==> config.mk <==
export PLATFORM = sky130hd
export DESIGN_NAME = cmp_arbiter_flat
export DESIGN_NICKNAME = d
export VERILOG_FILES = /design/src/rtl/cmp_arbiter_if.sv /design/src/rtl/cmp_arbiter.sv /design/src/flat_wrapper.sv
export SDC_FILE = /design/constraint.sdc
export NUM_CORES = 1
export LEC_CHECK = 0
export CAP_MARGIN = 20
export CORE_ASPECT_RATIO = 1.2
export CORE_UTILIZATION = 33
export DETAILED_ROUTE_END_ITERATION = 10
export GPL_TIMING_DRIVEN = 0
export PLACE_DENSITY = 0.76
export SYNTH_ARGS = -nofsm -noshare
export SYNTH_HDL_FRONTEND = slang
export SYNTH_SLANG_ARGS = --single-unit
==> constraint.sdc <==
create_clock -name clk -period 1.3 [get_ports clk]
set_clock_uncertainty 0.1 [all_clocks]
set_input_delay 0.195 -clock clk [delete_from_list [all_inputs] [get_ports clk]]
set_output_delay 0.195 -clock clk [all_outputs]
set_load 0.1 [all_outputs]
==> src/rtl/cmp_arbiter_if.sv <==
// cmp_arbiter_if
//   Bundle between the requesters, the shared signed comparator and the
//   cmp_arbiter sequencer.
//
//   Request side : req_valid, req_ready, req_a, req_b, req_oper
//                  (per-requester slices: [i*WIDTH +: WIDTH], [i*3 +: 3])
//   Response side: rsp_valid (one-hot pulse), rsp_result, rsp_err
//   Comparator   : cmp_a, cmp_b, cmp_oper (registered), cmp_val (result)
//
//   slave  : the arbiter's view
//   master : the requesters' plus comparator's view
interface cmp_arbiter_if #(
  parameter int NREQ  = 2,
  parameter int WIDTH = 32
);
  logic [NREQ-1:0]         req_valid;
  logic [NREQ-1:0]         req_ready;
  logic [NREQ*WIDTH-1:0]   req_a;
  logic [NREQ*WIDTH-1:0]   req_b;
  logic [NREQ*3-1:0]       req_oper;
  logic [NREQ-1:0]         rsp_valid;
  logic                    rsp_result;
  logic                    rsp_err;
  logic signed [WIDTH-1:0] cmp_a;
  logic signed [WIDTH-1:0] cmp_b;
  logic [2:0]              cmp_oper;
  logic                    cmp_val;

  modport slave (
    input  req_valid, req_a, req_b, req_oper, cmp_val,
    output req_ready, rsp_valid, rsp_result, rsp_err, cmp_a, cmp_b, cmp_oper
  );

  modport master (
    output req_valid, req_a, req_b, req_oper, cmp_val,
    input  req_ready, rsp_valid, rsp_result, rsp_err, cmp_a, cmp_b, cmp_oper
  );
endinterface

==> src/rtl/cmp_arbiter.sv <==
// cmp_arbiter
//   Round-robin arbiter/sequencer sharing one signed comparator among NREQ
//   requesters (NREQ legal range 2..4). One compare is in flight at a time:
//   accept (IDLE) -> operands stable at the comparator, result captured
//   (ISSUE) -> one-cycle response pulse to the owner (RESP).
//
//   Ports
//     clk   : clock, rising edge
//     rst_n : synchronous active-low reset
//     bus   : cmp_arbiter_if.slave (request, response and comparator signals)
//
//   Optional feature macro: CMP_ARB_ERR_EN
//     defined   : illegal opcodes (110/111) are accepted, the comparator sees
//                 000, the response carries rsp_result=0 and rsp_err=1.
//     undefined : opcodes pass through unmodified, rsp_err is tied to 0.
module cmp_arbiter #(
  parameter int NREQ  = 2,
  parameter int WIDTH = 32
) (
  input  logic         clk,
  input  logic         rst_n,
  cmp_arbiter_if.slave bus
);

  localparam int PTR_W = $clog2(NREQ);

  typedef enum logic [1:0] {
    IDLE  = 2'd0,
    ISSUE = 2'd1,
    RESP  = 2'd2
  } state_t;

  state_t             state;
  state_t             state_nxt;
  logic [PTR_W-1:0]   rr_ptr;
  logic [PTR_W-1:0]   win_idx_p0;
  logic [PTR_W-1:0]   pick_idx;
  logic [PTR_W-1:0]   rr_nxt;
  logic               pick_found;
  logic               accept;
  logic [WIDTH-1:0]   pick_a;
  logic [WIDTH-1:0]   pick_b;
  logic [2:0]         pick_oper;

  // Round-robin search: first valid requester at or after rr_ptr, wrapping.
  always_comb begin
    int               cand;
    logic [PTR_W-1:0] cand_idx;
    pick_found = 1'b0;
    pick_idx   = '0;
    cand       = 0;
    cand_idx   = '0;
    for (int k = 0; k < NREQ; k++) begin
      cand = int'(rr_ptr) + k;
      if (cand >= NREQ) cand = cand - NREQ;
      cand_idx = PTR_W'(cand);
      if (!pick_found && bus.req_valid[cand_idx]) begin
        pick_found = 1'b1;
        pick_idx   = cand_idx;
      end
    end
  end

  assign rr_nxt    = (pick_idx == PTR_W'(NREQ - 1)) ? '0 : pick_idx + 1'b1;
  assign pick_a    = bus.req_a[pick_idx*WIDTH +: WIDTH];
  assign pick_b    = bus.req_b[pick_idx*WIDTH +: WIDTH];
  assign pick_oper = bus.req_oper[pick_idx*3 +: 3];

  // FSM state register
  always_ff @(posedge clk) begin
    if (!rst_n) state <= IDLE;
    else        state <= state_nxt;
  end

  // FSM next state
  always_comb begin
    state_nxt = state;
    case (state)
      IDLE:    if (pick_found) state_nxt = ISSUE;
      ISSUE:   state_nxt = RESP;
      RESP:    state_nxt = IDLE;
      default: state_nxt = IDLE;
    endcase
  end

  // FSM outputs: ready is purely a function of state, rr_ptr and req_valid
  always_comb begin
    accept        = (state == IDLE) && pick_found;
    bus.req_ready = '0;
    if (accept) bus.req_ready[pick_idx] = 1'b1;
  end

`ifdef CMP_ARB_ERR_EN
  logic err_p0;
  logic pick_illegal;

  assign pick_illegal = (pick_oper[2:1] == 2'b11);
`endif

  // Stage p0: latch winner operands at accept.
  // Stage p1: capture comparator result in ISSUE; response pulse registered
  //           so it is present during RESP even if reset arrives then.
  always_ff @(posedge clk) begin
    if (!rst_n) begin
      rr_ptr         <= '0;
      win_idx_p0     <= '0;
      bus.cmp_a      <= '0;
      bus.cmp_b      <= '0;
      bus.cmp_oper   <= '0;
      bus.rsp_valid  <= '0;
      bus.rsp_result <= 1'b0;
`ifdef CMP_ARB_ERR_EN
      err_p0         <= 1'b0;
      bus.rsp_err    <= 1'b0;
`endif
    end else begin
      if (accept) begin
        rr_ptr     <= rr_nxt;
        win_idx_p0 <= pick_idx;
        bus.cmp_a  <= pick_a;
        bus.cmp_b  <= pick_b;
`ifdef CMP_ARB_ERR_EN
        // Illegal opcode still runs the full sequence; comparator sees ==.
        err_p0       <= pick_illegal;
        bus.cmp_oper <= pick_illegal ? 3'b000 : pick_oper;
`else
        bus.cmp_oper <= pick_oper;
`endif
      end

      bus.rsp_valid <= '0;
      if (state == ISSUE) begin
        bus.rsp_valid[win_idx_p0] <= 1'b1;
`ifdef CMP_ARB_ERR_EN
        bus.rsp_result <= bus.cmp_val & ~err_p0;
        bus.rsp_err    <= err_p0;
`else
        bus.rsp_result <= bus.cmp_val;
`endif
      end
    end
  end

`ifndef CMP_ARB_ERR_EN
  assign bus.rsp_err = 1'b0;
`endif

endmodule

==> src/flat_wrapper.sv <==
// flat-port wrapper written by rule: the top's interface ports become plain ports
module cmp_arbiter_flat 
#(
  parameter int NREQ  = 2,
  parameter int WIDTH = 32
)
  (clk, rst_n, bus_req_valid, bus_req_a, bus_req_b, bus_req_oper, bus_cmp_val, bus_req_ready, bus_rsp_valid, bus_rsp_result, bus_rsp_err, bus_cmp_a, bus_cmp_b, bus_cmp_oper);
  cmp_arbiter_if #(.NREQ(NREQ), .WIDTH(WIDTH)) bus_i ();
  input  logic clk;
  input  logic rst_n;
  input wire logic [$bits(bus_i.req_valid)-1:0] bus_req_valid;
  input wire logic [$bits(bus_i.req_a)-1:0] bus_req_a;
  input wire logic [$bits(bus_i.req_b)-1:0] bus_req_b;
  input wire logic [$bits(bus_i.req_oper)-1:0] bus_req_oper;
  input wire logic [$bits(bus_i.cmp_val)-1:0] bus_cmp_val;
  output wire logic [$bits(bus_i.req_ready)-1:0] bus_req_ready;
  output wire logic [$bits(bus_i.rsp_valid)-1:0] bus_rsp_valid;
  output wire logic [$bits(bus_i.rsp_result)-1:0] bus_rsp_result;
  output wire logic [$bits(bus_i.rsp_err)-1:0] bus_rsp_err;
  output wire logic [$bits(bus_i.cmp_a)-1:0] bus_cmp_a;
  output wire logic [$bits(bus_i.cmp_b)-1:0] bus_cmp_b;
  output wire logic [$bits(bus_i.cmp_oper)-1:0] bus_cmp_oper;
  assign bus_i.req_valid = bus_req_valid;
  assign bus_i.req_a = bus_req_a;
  assign bus_i.req_b = bus_req_b;
  assign bus_i.req_oper = bus_req_oper;
  assign bus_i.cmp_val = bus_cmp_val;
  assign bus_req_ready = bus_i.req_ready;
  assign bus_rsp_valid = bus_i.rsp_valid;
  assign bus_rsp_result = bus_i.rsp_result;
  assign bus_rsp_err = bus_i.rsp_err;
  assign bus_cmp_a = bus_i.cmp_a;
  assign bus_cmp_b = bus_i.cmp_b;
  assign bus_cmp_oper = bus_i.cmp_oper;
  cmp_arbiter #(.NREQ(NREQ), .WIDTH(WIDTH)) u_core (.clk(clk), .rst_n(rst_n), .bus(bus_i));
endmodule
==> impl_metrics.env <==
export IMPL_wl_um=16400
export IMPL_fillers=788
export IMPL_syn_avg_cell_area_um2=7.98
export IMPL_fp_dieH_um=113
export IMPL_crit_type="flip-flop to output port"
export IMPL_vias_per_cell=5.90
export IMPL_slowest_stage="dfxtp_4"
export IMPL_seq_area_um2=1580
export IMPL_antenna_cells=0
export IMPL_syn_inst=425
export IMPL_gr_usage_met1_pct=31.0
export IMPL_cp_data_required_time_ns=1.00
export IMPL_syn_area_um2=3390
export IMPL_slowest_delay_ns=0.36
export IMPL_use_met2_pct=48.0
export IMPL_cp_top_family="buffers and inverters"
export IMPL_worstHoldPathType="primary input to flip-flop"
export IMPL_met3_usage_pct=8.74
export IMPL_worstSetupEndpointType="output port"
export IMPL_slew_viol_final=0
export IMPL_vdd_ir_drop_max_v=0.000719
export IMPL_ys_seq_elements=74
export IMPL_dp_hpwl_um=10400
export IMPL_initialDrtViolationCount=391
export IMPL_cp_startpoint="u_core.state[1]"
export IMPL_gp_congestion=0.796
export IMPL_synth_warnings=0
export IMPL_min_from="bus_req_a[5]"
export IMPL_port_buffers=208
export IMPL_violations="setup timing"
export IMPL_hold_viol=0
export IMPL_p_leak_nw=2.63
export IMPL_startpoint_type="flip-flop"
export IMPL_track_usage_pct=28.3
export IMPL_htreeDepth=3
export IMPL_synthFlopType="dfxtp_1"
export IMPL_rsz0062_at_grt="yes"
export IMPL_path_buf_inv=4
export IMPL_syn_to_final_growth_pct=108
export IMPL_setup_viol=72
export IMPL_clkTransAtPathRegs_ns=0.06
export IMPL_cts_root_buf="clkbuf_16"
export IMPL_core_region_area_um2=10000
export IMPL_grt_busiest_layer="met2"
export IMPL_drv_cap=0
export IMPL_synth_edf_count=0
export IMPL_worstReg2RegStart="u_core.state[1]"
export IMPL_status="finished, violations left"
export IMPL_place_area_um2=5850
export IMPL_syn_nets=564
export IMPL_ant_nets=0
export IMPL_drc=0
export IMPL_setup_ws_ns=-0.519
export IMPL_min_period_over_period_pct=140
export IMPL_drive_gt1_share_pct=45.2
export IMPL_final_common_cell="clkdlybuf4s50_1"
export IMPL_die_w_um=94.5
export IMPL_post_place_ws_ns=-1.39
export IMPL_vias=4779
export IMPL_grt_pass1_wl_um=23500
export IMPL_grt_max_degree=15
export IMPL_max_slew_margin_pct=63.2
export IMPL_multi_input_area_um2=1960
export IMPL_dieArea_um2=10700
export IMPL_tightest_slew_ns=0.553
export IMPL_synth_cell_type_count=24
export IMPL_clk_latency_ns=0.33
export IMPL_overflow=0
export IMPL_clock_sinks=74
export IMPL_rows=40
export IMPL_design_area_um2=7050
export IMPL_crit_chain="a211oi_4, buf_6, buf_8, nand2_4, clkinvlp_4, buf_12"
export IMPL_async_reset_ff_share_pct=0
export IMPL_final_net_count=818
export IMPL_start_util_pct=33.9
export IMPL_drtPass1Iterations=5
export IMPL_cp_max_fo=4
export IMPL_yosysSeqAreaShare_pct=43.7
export IMPL_period_needed_ns=1.82
export IMPL_final_cell_mix="clkdlybuf4s50_1 (136), buf_4 (78), dfxtp_2 (68), nand4_1 (67), a31oi_1 (65)"
export IMPL_antenna_found_initial=0
export IMPL_cts_tree="done"
export IMPL_grt_pass1_vias=4708
export IMPL_power_density_nw_per_um2=1340
export IMPL_worstPathArrival_ns=1.52
export IMPL_wire_per_inst_um=20.2
export IMPL_clk_path_buf_depth=2
export IMPL_numCtsBuffers=9
export IMPL_io_pins=212
export IMPL_fmax_mhz=550
## worst reg2reg max path, stage by stage (launching register included)
cell	delay (ns)
dfxtp_4	0.36
a211oi_4	0.24
buf_4	0.16
buf_12	0.14
buf_6	0.11
buf_8	0.11
nand3_2	0.07
a31oi_1	0.17
## metal layers
metal  part of all wire (%)  up-vias
met5                      0        -
met4                    3.7        0
met3                    8.7       67
met2                     51      286
met1                     37     2266
li1                       -     2160
## final cells by class
cell class              count  area share [%]
flip-flops and latches     74            22.4
inverters                   3           0.266
repair buffers            244            34.5
clock buffers               9            3.20
well taps                 126            2.24
multi-input cells         287            27.8
clock inverters             7            1.42
plain buffers              60            8.19
## final timing paths
check                         end  slack (ns)  cells past startpoint
max              bus_req_ready[0]       -0.52                      6
min           u_core.bus.cmp_a[5]        0.34                      3
min reg2reg  u_core.bus.cmp_b[14]        0.37                      2
max reg2reg   u_core.bus.cmp_b[0]       -0.24                      7
## Yosys cell counts (all sizes together), types with 2 or more instances
master / n / area share [%]
nor3: 2 / 0.30
nand3: 68 / 10
o21ai: 69 / 10
buf: 19 / 3.4
inv: 3 / 0.33
nand4: 67 / 12
a21oi: 2 / 0.30
nor2: 4 / 0.52
a31oi: 67 / 12
dfxtp: 74 / 44
clkbuf: 42 / 4.7
nand2b: 2 / 0.37
## state kept, by name, indices dropped and copies added, names as in the netlist
| register | flops |
|---|---|
| u_core.rr_ptr | 1 |
| u_core.bus.cmp_b | 32 |
| u_core.bus.cmp_a | 32 |
| u_core.win_idx_p0 | 1 |
| u_core.bus.cmp_oper | 3 |
| u_core.bus.rsp_valid | 2 |
| u_core.bus.rsp_result | 1 |
| u_core.state | 2 |
## stage by stage
stage / utilization, % / cells / hold WS (ns) / setup TNS (ns) / power, mW
final: 70.4 / 810 / 0.342 / -14.37 / 9.42
after global placement: 58.4 / 759 / 0.327 / -54.36 / 5.92
after CTS: 66.3 / 798 / 0.339 / -14.44 / 9.08
after detailed placement: 58.4 / 759 / 0.333 / -60.73 / 5.96
after floorplan: - / 425 / 0.239 / -0.545 / 4.89
after global routing: 70.4 / 810 / 0.356 / -17.96 / 9.71
## report_power, final
group | leakage, nW | internal (mW) | switching (mW)
Sequential | 0.637 | 2.51 | 0.162
Combinational | 1.85 | 1.50 | 2.51
Clock | 0.149 | 1.69 | 1.05
Total | 2.63 | 5.70 | 3.72
## cells by family after synthesis
family          synth area share (%)
buf+inv                         8.38
mux                            0.295
simple gates                    24.1
other cells                    0.111
compound gates                  23.4
flops                           43.7
## timing repair
item,in CTS,in global routing
pin swaps,45,51
gates resized for setup,535,71
endpoints found under the hold margin,0,0
gates cloned,8,4
hold buffers,0,0
endpoints found under the setup margin,141,74
buffers inserted,17,11
Note: power is estimated with default switching activity, not from simulation.
